$ cat config.mk
export PLATFORM = sky130hd
export DESIGN_NAME = fp_add_issue_ctrl
export DESIGN_NICKNAME = d
export VERILOG_FILES = /design/src/rtl/fp_add_issue_ctrl.sv
export SDC_FILE = /design/constraint.sdc
export NUM_CORES = 1
export LEC_CHECK = 0
export CAP_MARGIN = 10
export CORE_AREA = 2 2 173 175
export CTS_BUF_LIST = sky130_fd_sc_hd__clkbuf_2
export DETAILED_ROUTE_END_ITERATION = 10
export DIE_AREA = 0 0 175 177
export PLACE_DENSITY = 0.84
export SYNTH_ARGS = -nofsm -noshare
export SYNTH_HDL_FRONTEND = slang
export SYNTH_SLANG_ARGS = --single-unit
export TNS_END_PERCENT = 1
$ cat constraint.sdc
create_clock -name clk -period 3.1 [get_ports clk]
set_clock_uncertainty 0.2 [all_clocks]
set_input_delay 0.31 -clock clk [delete_from_list [all_inputs] [get_ports clk]]
set_output_delay 0.31 -clock clk [all_outputs]
set_load 0.03 [all_outputs]
$ cat src/rtl/fp_add_issue_ctrl.sv
// fp_add_issue_ctrl: operand-issue stage in front of a single-precision IEEE adder.
// Buffers operand pairs in a small FIFO, resolves NaN/Inf/zero cases locally,
// issues the remaining pairs to the adder, and returns results in order.
//
// Ports:
//   clk, rst_n                  clock, asynchronous active-low reset
//   in_valid/in_ready           operand stream handshake (in_ready is combinational)
//   in_a, in_b, in_op           operands (IEEE-754 single), 0 = A+B, 1 = A-B
//   number1, number2, op        registered operands to the adder
//   result                      adder result, sampled ADDER_LATENCY edges after issue
//   out_valid/out_ready         result stream handshake
//   out_result                  final IEEE-754 result
//   out_bypass                  result produced locally, adder not used
//   out_nan                     out_result is the canonical quiet NaN
module fp_add_issue_ctrl #(
  parameter int unsigned ADDER_LATENCY = 1,
  parameter int unsigned FIFO_DEPTH    = 4
) (
  input  logic        clk,
  input  logic        rst_n,
  input  logic        in_valid,
  output logic        in_ready,
  input  logic [31:0] in_a,
  input  logic [31:0] in_b,
  input  logic        in_op,
  output logic [31:0] number1,
  output logic [31:0] number2,
  output logic        op,
  input  logic [31:0] result,
  output logic        out_valid,
  input  logic        out_ready,
  output logic [31:0] out_result,
  output logic        out_bypass,
  output logic        out_nan
);

  localparam int unsigned DATA_W = 32;
  localparam int unsigned PTR_W  = $clog2(FIFO_DEPTH);
  localparam int unsigned CNT_W  = $clog2(FIFO_DEPTH + 1);
  localparam int unsigned LAT_W  = 4;
  localparam logic [DATA_W-1:0] QNAN = 32'h7FC0_0000;

  typedef struct packed {
    logic [DATA_W-1:0] a;
    logic [DATA_W-1:0] b;
    logic              op;
  } entry_t;

  typedef enum logic [1:0] {
    ST_IDLE   = 2'd0,
    ST_WAIT   = 2'd1,
    ST_RESULT = 2'd2
  } state_t;

  state_t             r_state;
  state_t             w_state_nxt;
  entry_t             r_mem [FIFO_DEPTH];
  logic [PTR_W-1:0]   r_wr_ptr;
  logic [PTR_W-1:0]   r_rd_ptr;
  logic [CNT_W-1:0]   r_count;
  logic [LAT_W-1:0]   r_lat_cnt;
  logic [DATA_W-1:0]  r_number1;
  logic [DATA_W-1:0]  r_number2;
  logic               r_op;
  logic [DATA_W-1:0]  r_out_result;
  logic               r_out_valid;
  logic               r_out_bypass;
  logic               r_out_nan;

  entry_t             w_head;
  logic               w_push;
  logic               w_pop;
  logic               w_issue;
  logic               w_bypass_load;
  logic               w_capture;
  logic               w_out_done;
  logic               w_special;
  logic               w_spec_nan;
  logic [DATA_W-1:0]  w_spec_result;
  logic               w_sb;
  logic               w_a_nan, w_a_inf, w_a_zero;
  logic               w_b_nan, w_b_inf, w_b_zero;

  assign in_ready = (r_count != CNT_W'(FIFO_DEPTH));
  assign w_push   = in_valid & in_ready;
  assign w_head   = r_mem[r_rd_ptr];

  // FIFO storage; data needs no reset since count gates every read
  always_ff @(posedge clk) begin
    if (w_push) begin
      r_mem[r_wr_ptr] <= '{a: in_a, b: in_b, op: in_op};
    end
  end

  // FIFO pointers and occupancy; power-of-two depth makes pointers wrap naturally
  always_ff @(posedge clk or negedge rst_n) begin
    if (!rst_n) begin
      r_wr_ptr <= '0;
      r_rd_ptr <= '0;
      r_count  <= '0;
    end else begin
      if (w_push) r_wr_ptr <= r_wr_ptr + PTR_W'(1);
      if (w_pop)  r_rd_ptr <= r_rd_ptr + PTR_W'(1);
      case ({w_push, w_pop})
        2'b10:   r_count <= r_count + CNT_W'(1);
        2'b01:   r_count <= r_count - CNT_W'(1);
        default: r_count <= r_count;
      endcase
    end
  end

  // Special-case classification of the FIFO head, using B's effective sign
  always_comb begin
    w_sb          = w_head.b[31] ^ w_head.op;
    w_a_nan       = (&w_head.a[30:23]) & (|w_head.a[22:0]);
    w_a_inf       = (&w_head.a[30:23]) & ~(|w_head.a[22:0]);
    w_a_zero      = ~(|w_head.a[30:0]);
    w_b_nan       = (&w_head.b[30:23]) & (|w_head.b[22:0]);
    w_b_inf       = (&w_head.b[30:23]) & ~(|w_head.b[22:0]);
    w_b_zero      = ~(|w_head.b[30:0]);
    w_special     = 1'b1;
    w_spec_nan    = 1'b0;
    w_spec_result = '0;
    if (w_a_nan || w_b_nan) begin
      w_spec_result = QNAN;
      w_spec_nan    = 1'b1;
    end else if (w_a_inf && w_b_inf) begin
      if (w_head.a[31] == w_sb) begin
        w_spec_result = w_head.a;
      end else begin
        w_spec_result = QNAN;
        w_spec_nan    = 1'b1;
      end
    end else if (w_a_inf) begin
      w_spec_result = w_head.a;
    end else if (w_b_inf) begin
      w_spec_result = {w_sb, w_head.b[30:0]};
    end else if (w_a_zero && w_b_zero) begin
      w_spec_result = {w_head.a[31] & w_sb, 31'b0};
    end else if (w_b_zero) begin
      w_spec_result = w_head.a;
    end else if (w_a_zero) begin
      w_spec_result = {w_sb, w_head.b[30:0]};
    end else begin
      w_special     = 1'b0;
    end
  end

  // FSM state register
  always_ff @(posedge clk or negedge rst_n) begin
    if (!rst_n) r_state <= ST_IDLE;
    else        r_state <= w_state_nxt;
  end

  // FSM next-state and datapath strobes
  always_comb begin
    w_state_nxt   = r_state;
    w_pop         = 1'b0;
    w_issue       = 1'b0;
    w_bypass_load = 1'b0;
    w_capture     = 1'b0;
    w_out_done    = 1'b0;
    case (r_state)
      ST_IDLE: begin
        if (r_count != '0) begin
          w_pop = 1'b1;
          if (w_special) begin
            w_bypass_load = 1'b1;
            w_state_nxt   = ST_RESULT;
          end else begin
            w_issue     = 1'b1;
            w_state_nxt = ST_WAIT;
          end
        end
      end
      ST_WAIT: begin
        if (r_lat_cnt == LAT_W'(1)) begin
          w_capture   = 1'b1;
          w_state_nxt = ST_RESULT;
        end
      end
      ST_RESULT: begin
        if (out_ready) begin
          w_out_done  = 1'b1;
          w_state_nxt = ST_IDLE;
        end
      end
      default: w_state_nxt = ST_IDLE;
    endcase
  end

  // Adder operands, latency counter and output registers
  always_ff @(posedge clk or negedge rst_n) begin
    if (!rst_n) begin
      r_number1    <= '0;
      r_number2    <= '0;
      r_op         <= 1'b0;
      r_lat_cnt    <= '0;
      r_out_result <= '0;
      r_out_valid  <= 1'b0;
      r_out_bypass <= 1'b0;
      r_out_nan    <= 1'b0;
    end else begin
      if (w_issue) begin
        r_number1 <= w_head.a;
        r_number2 <= w_head.b;
        r_op      <= w_head.op;
        r_lat_cnt <= LAT_W'(ADDER_LATENCY);
      end else if (r_state == ST_WAIT) begin
        r_lat_cnt <= r_lat_cnt - LAT_W'(1);
      end
      if (w_bypass_load) begin
        r_out_result <= w_spec_result;
        r_out_bypass <= 1'b1;
        r_out_nan    <= w_spec_nan;
        r_out_valid  <= 1'b1;
      end else if (w_capture) begin
        r_out_result <= result;
        r_out_bypass <= 1'b0;
        r_out_nan    <= 1'b0;
        r_out_valid  <= 1'b1;
      end else if (w_out_done) begin
        r_out_valid  <= 1'b0;
      end
    end
  end

  assign number1    = r_number1;
  assign number2    = r_number2;
  assign op         = r_op;
  assign out_result = r_out_result;
  assign out_valid  = r_out_valid;
  assign out_bypass = r_out_bypass;
  assign out_nan    = r_out_nan;

endmodule

==> results.sh <==
export IMPL_port_buffer_count=201
export IMPL_dpl_hpwl_um=27910
export IMPL_layout_common_cells="edfxtp_1 (260), clkdlybuf4s50_1 (200), clkbuf_2 (135), buf_4 (128), dfrtp_1 (111)"
export IMPL_timing_final_crit_period_ns=3.556
export IMPL_outcome="finished, violations left"
export IMPL_reported_leakage_power_uw=0.007785
export IMPL_syn_inst=804
export IMPL_drc=0
export IMPL_crit_path_start="r_rd_ptr[0]$_DFFE_PN0P_"
export IMPL_final_util_pct=70.53
export IMPL_yosysWarnings=0
export IMPL_synth_enable_flop_cells=260
export IMPL_synth_seq_cells=373
export IMPL_report_final_slew_viol_count=0
export IMPL_post_route_worst_setup_slack_ns=-0.4557
export IMPL_route_met3_wl_um=3984
export IMPL_grt_ovfl_total=0
export IMPL_share_comb_of_total_power_pct=49.1
export IMPL_initial_core_util_pct=50.06
export IMPL_power_sequential_fraction_pct=36.1
export IMPL_floorplan_io_pins=202
export IMPL_tritoncts_num_buffers=87
export IMPL_post_synth_cell_area_avg_um2=18.21
export IMPL_placedCellCount=1489
export IMPL_clock_pin_slew_reported_for_the_worst_setup_and_hold_paths_after_clock_tree_synthesis_ns=0.13
export IMPL_wire_per_inst_um=24.60
export IMPL_core_um2=29240
export IMPL_maxUsedRoutingLayer="met5"
export IMPL_post_route_cells_drive_above_1_share_pct=35.16
export IMPL_internal_power_uw=13050
export IMPL_ant_nets=0
export IMPL_gp_congestion=0.8434
export IMPL_commonest_non_fill_non_tap_cell_in_the_layout="edfxtp_1"
export IMPL_pwr_share_clk_pct=14.8
export IMPL_drv_max_cap_violation_count=0
export IMPL_final_cell_count_no_fill=1778
export IMPL_power_density_nw_per_um2=1032
export IMPL_routed_via_count=10250
export IMPL_peakVddDrop_mv=0.7889
export IMPL_area_growth_syn_to_layout_pct=40.89
export IMPL_dr_pass1_iters=7
export IMPL_netlist_area_um2=14640
export IMPL_postSynth_asyncResetShare_pct=30.29
export IMPL_hold_start="in_valid"
export IMPL_worstPathCellList="buf_12 -> mux4_2 -> nor4_2 -> nand4_1 -> buf_4 -> or3_4 -> o211a_4 -> buf_12 -> buf_12 -> a22oi_2 -> o21ai_1"
export IMPL_detail_route_wirelength_um=43740
export IMPL_switchingPower_uw=8239
export IMPL_vias_per_cell=5.765
export IMPL_grt_first_pass_wirelength_um=61090
export IMPL_worst_endpoint_required_ns=3.65
export IMPL_clock_sinks=373
export IMPL_antenna_found_initial=6
export IMPL_hold_path_class="input pin to flop"
export IMPL_failed_checks="negative setup slack"
export IMPL_dpl_cell_area_um2=18230
export IMPL_rsz0062_at_grt="yes"
export IMPL_worstSetupStartpointType="flop"
export IMPL_tritoncts="done"
export IMPL_clock_tree_buffer_depth=3
export IMPL_cts_htree_levels=3
export IMPL_crit_arrival_ns=4.11
export IMPL_worst_setup_path_end_kind="flop"
export IMPL_die_x_um=175
export IMPL_timing_hold_violations_final=0
export IMPL_grt_pass1_vias=10500
export IMPL_floorplan_die_height_um=177
export IMPL_synth_seq_area_share_pct=72.64
export IMPL_drt_first_iter_violations=944
export IMPL_timing_hold_ws_ns=0.1041
export IMPL_finalCritPeriodShare_pct=114.7
export IMPL_wirelength_met1_um=15130
export IMPL_fin_nets=1424
export IMPL_largest_net_degree_at_the_start_of_global_routing=55
export IMPL_critical_path_most_common_cell="buf_12"
export IMPL_delay_of_the_slowest_cell_on_the_worst_path_ns=0.57
export IMPL_slew_headroom_pct=57.80
export IMPL_crit_reg2reg_launch="r_rd_ptr[0]$_DFFE_PN0P_"
export IMPL_die_area_um2=30980
export IMPL_dominantRegCellSynth="edfxtp_1"
export IMPL_syn_nets=914
export IMPL_setup_viol=106
export IMPL_worst_slew_pin_slew_ns=0.6312
export IMPL_preCtsSetupSlack_ns=-0.3943
export IMPL_core_rowCount=63
export IMPL_crit_slowest_cell="dfrtp_4"
export IMPL_switching_share_pct=38.71
export IMPL_stdcell_area_um2=20630
export IMPL_max_clock_freq_mhz=281.2
export IMPL_critPathMaxFanout=8
export IMPL_critPathKind="flop to flop"
export IMPL_netlist_cell_type_count=48
export IMPL_clk_insertion_delay_late_ns=0.92
export IMPL_route_met2_wl_um=22460
export IMPL_cts_root_buffer_cell="clkbuf_2"
export IMPL_grt_use_total_pct=26.90
-- synthesized netlist by cell type (all sizes together), types with 12 or more instances --
master	instances	area, µm²
a22oi	23	172.7
a31oi	23	143.9
and2	26	162.7
buf	26	147.6
clkbuf	16	60.06
dfrtp	113	2828
edfxtp	260	7807
mux2	65	732.0
mux4	65	1464
nand2	31	116.4
nand3	13	65.06
nor2	15	56.30
nor4	12	75.07
o21ai	27	135.1
-- path summary, 6_finish.rpt --
kind | to | slack (ns) | cells past startpoint
worst max-delay path | out_result[2]$_DFFE_PN0P_ | -0.46 | 11
worst min-delay path | r_wr_ptr[0]$_DFFE_PN0P_ | 0.10 | 3
worst max register to register | out_result[2]$_DFFE_PN0P_ | -0.46 | 11
worst min register to register | out_bypass$_DFFE_PN0P_ | 0.30 | 2
max in group asynchronous | number1[1]$_DFFE_PN0P_ | 2.03 | 4
min in group asynchronous | number1[8]$_DFFE_PN0P_ | 0.31 | 4
-- final cells by class --
class                           instances  area (µm²)
Clock inverter                         25       125.1
Multi-Input combinational cell        378        4038
Antenna cell                            3       7.507
Tap cell                              390       488.0
Sequential cell                       373       10640
Timing Repair Buffer                  463        4611
Fill cell                            1754        8618
Inverter                               11       41.29
Clock buffer                          135       675.6
-- flip-flops by register name, indices dropped and copies added (netlist names) --
name        cells
out_valid       1
out_bypass      1
number1        32
r_lat_cnt       4
number2        32
r_wr_ptr        2
r_state         2
r_mem         260
op              1
r_count         3
r_rd_ptr        2
out_result     32
out_nan         1
-- routing by layer --
layer / global-route usage, % / vias to the layer above
met5: 0 / -
met4: 13.78 / 2
met3: 6.164 / 143
met2: 45.47 / 655
met1: 32.67 / 5170
li1: - / 4280
-- worst max-delay path, delay by kind of cell (launching register included) --
family          cells  cell delay, ns
mux                 1            0.54
buf+inv             4            0.65
compound gates      3            0.50
flops               1            0.57
simple gates        3            0.93
-- cells by family (layout without fill, tap and decap cells) --
logic type | Yosys count | in the layout | synth area share, %
buf+inv | 53 | 634 | 1.701
other cells | 0 | 3 | 0
mux | 130 | 130 | 15.00
simple gates | 128 | 128 | 4.675
fa+ha+maj | 9 | 9 | 0.8205
compound gates | 102 | 102 | 4.624
flops | 373 | 373 | 72.64
xor+xnor | 9 | 9 | 0.5384
-- per-stage QoR --
step	TNS (ns)	power (µW)
after floorplan	-1.386	12730
after global placement	-30.02	16930
after detailed placement	-33.96	17220
after CTS	-29.85	20730
after global routing	-45.83	22110
final	-37.81	21280
-- power by group through the flow --
stage	combinational, µW	clock (µW)	sequential, µW
final	10500	3160	7680
after global routing	10900	3470	7770
after CTS	9960	3150	7620
after detailed placement	9510	0	7710
after global placement	9280	0	7640
after floorplan	3990	0	8740
-- what timing repair did --
item                                    in CTS  in global routing
endpoints found under the hold margin      407                  0
buffers inserted                             8                 15
gates cloned                                 2                  1
hold buffers                               101                  0
pin swaps                                    5                 25
endpoints found under the setup margin     105                106
gates resized for setup                     46                 47
(Power assumes the default switching activity.)
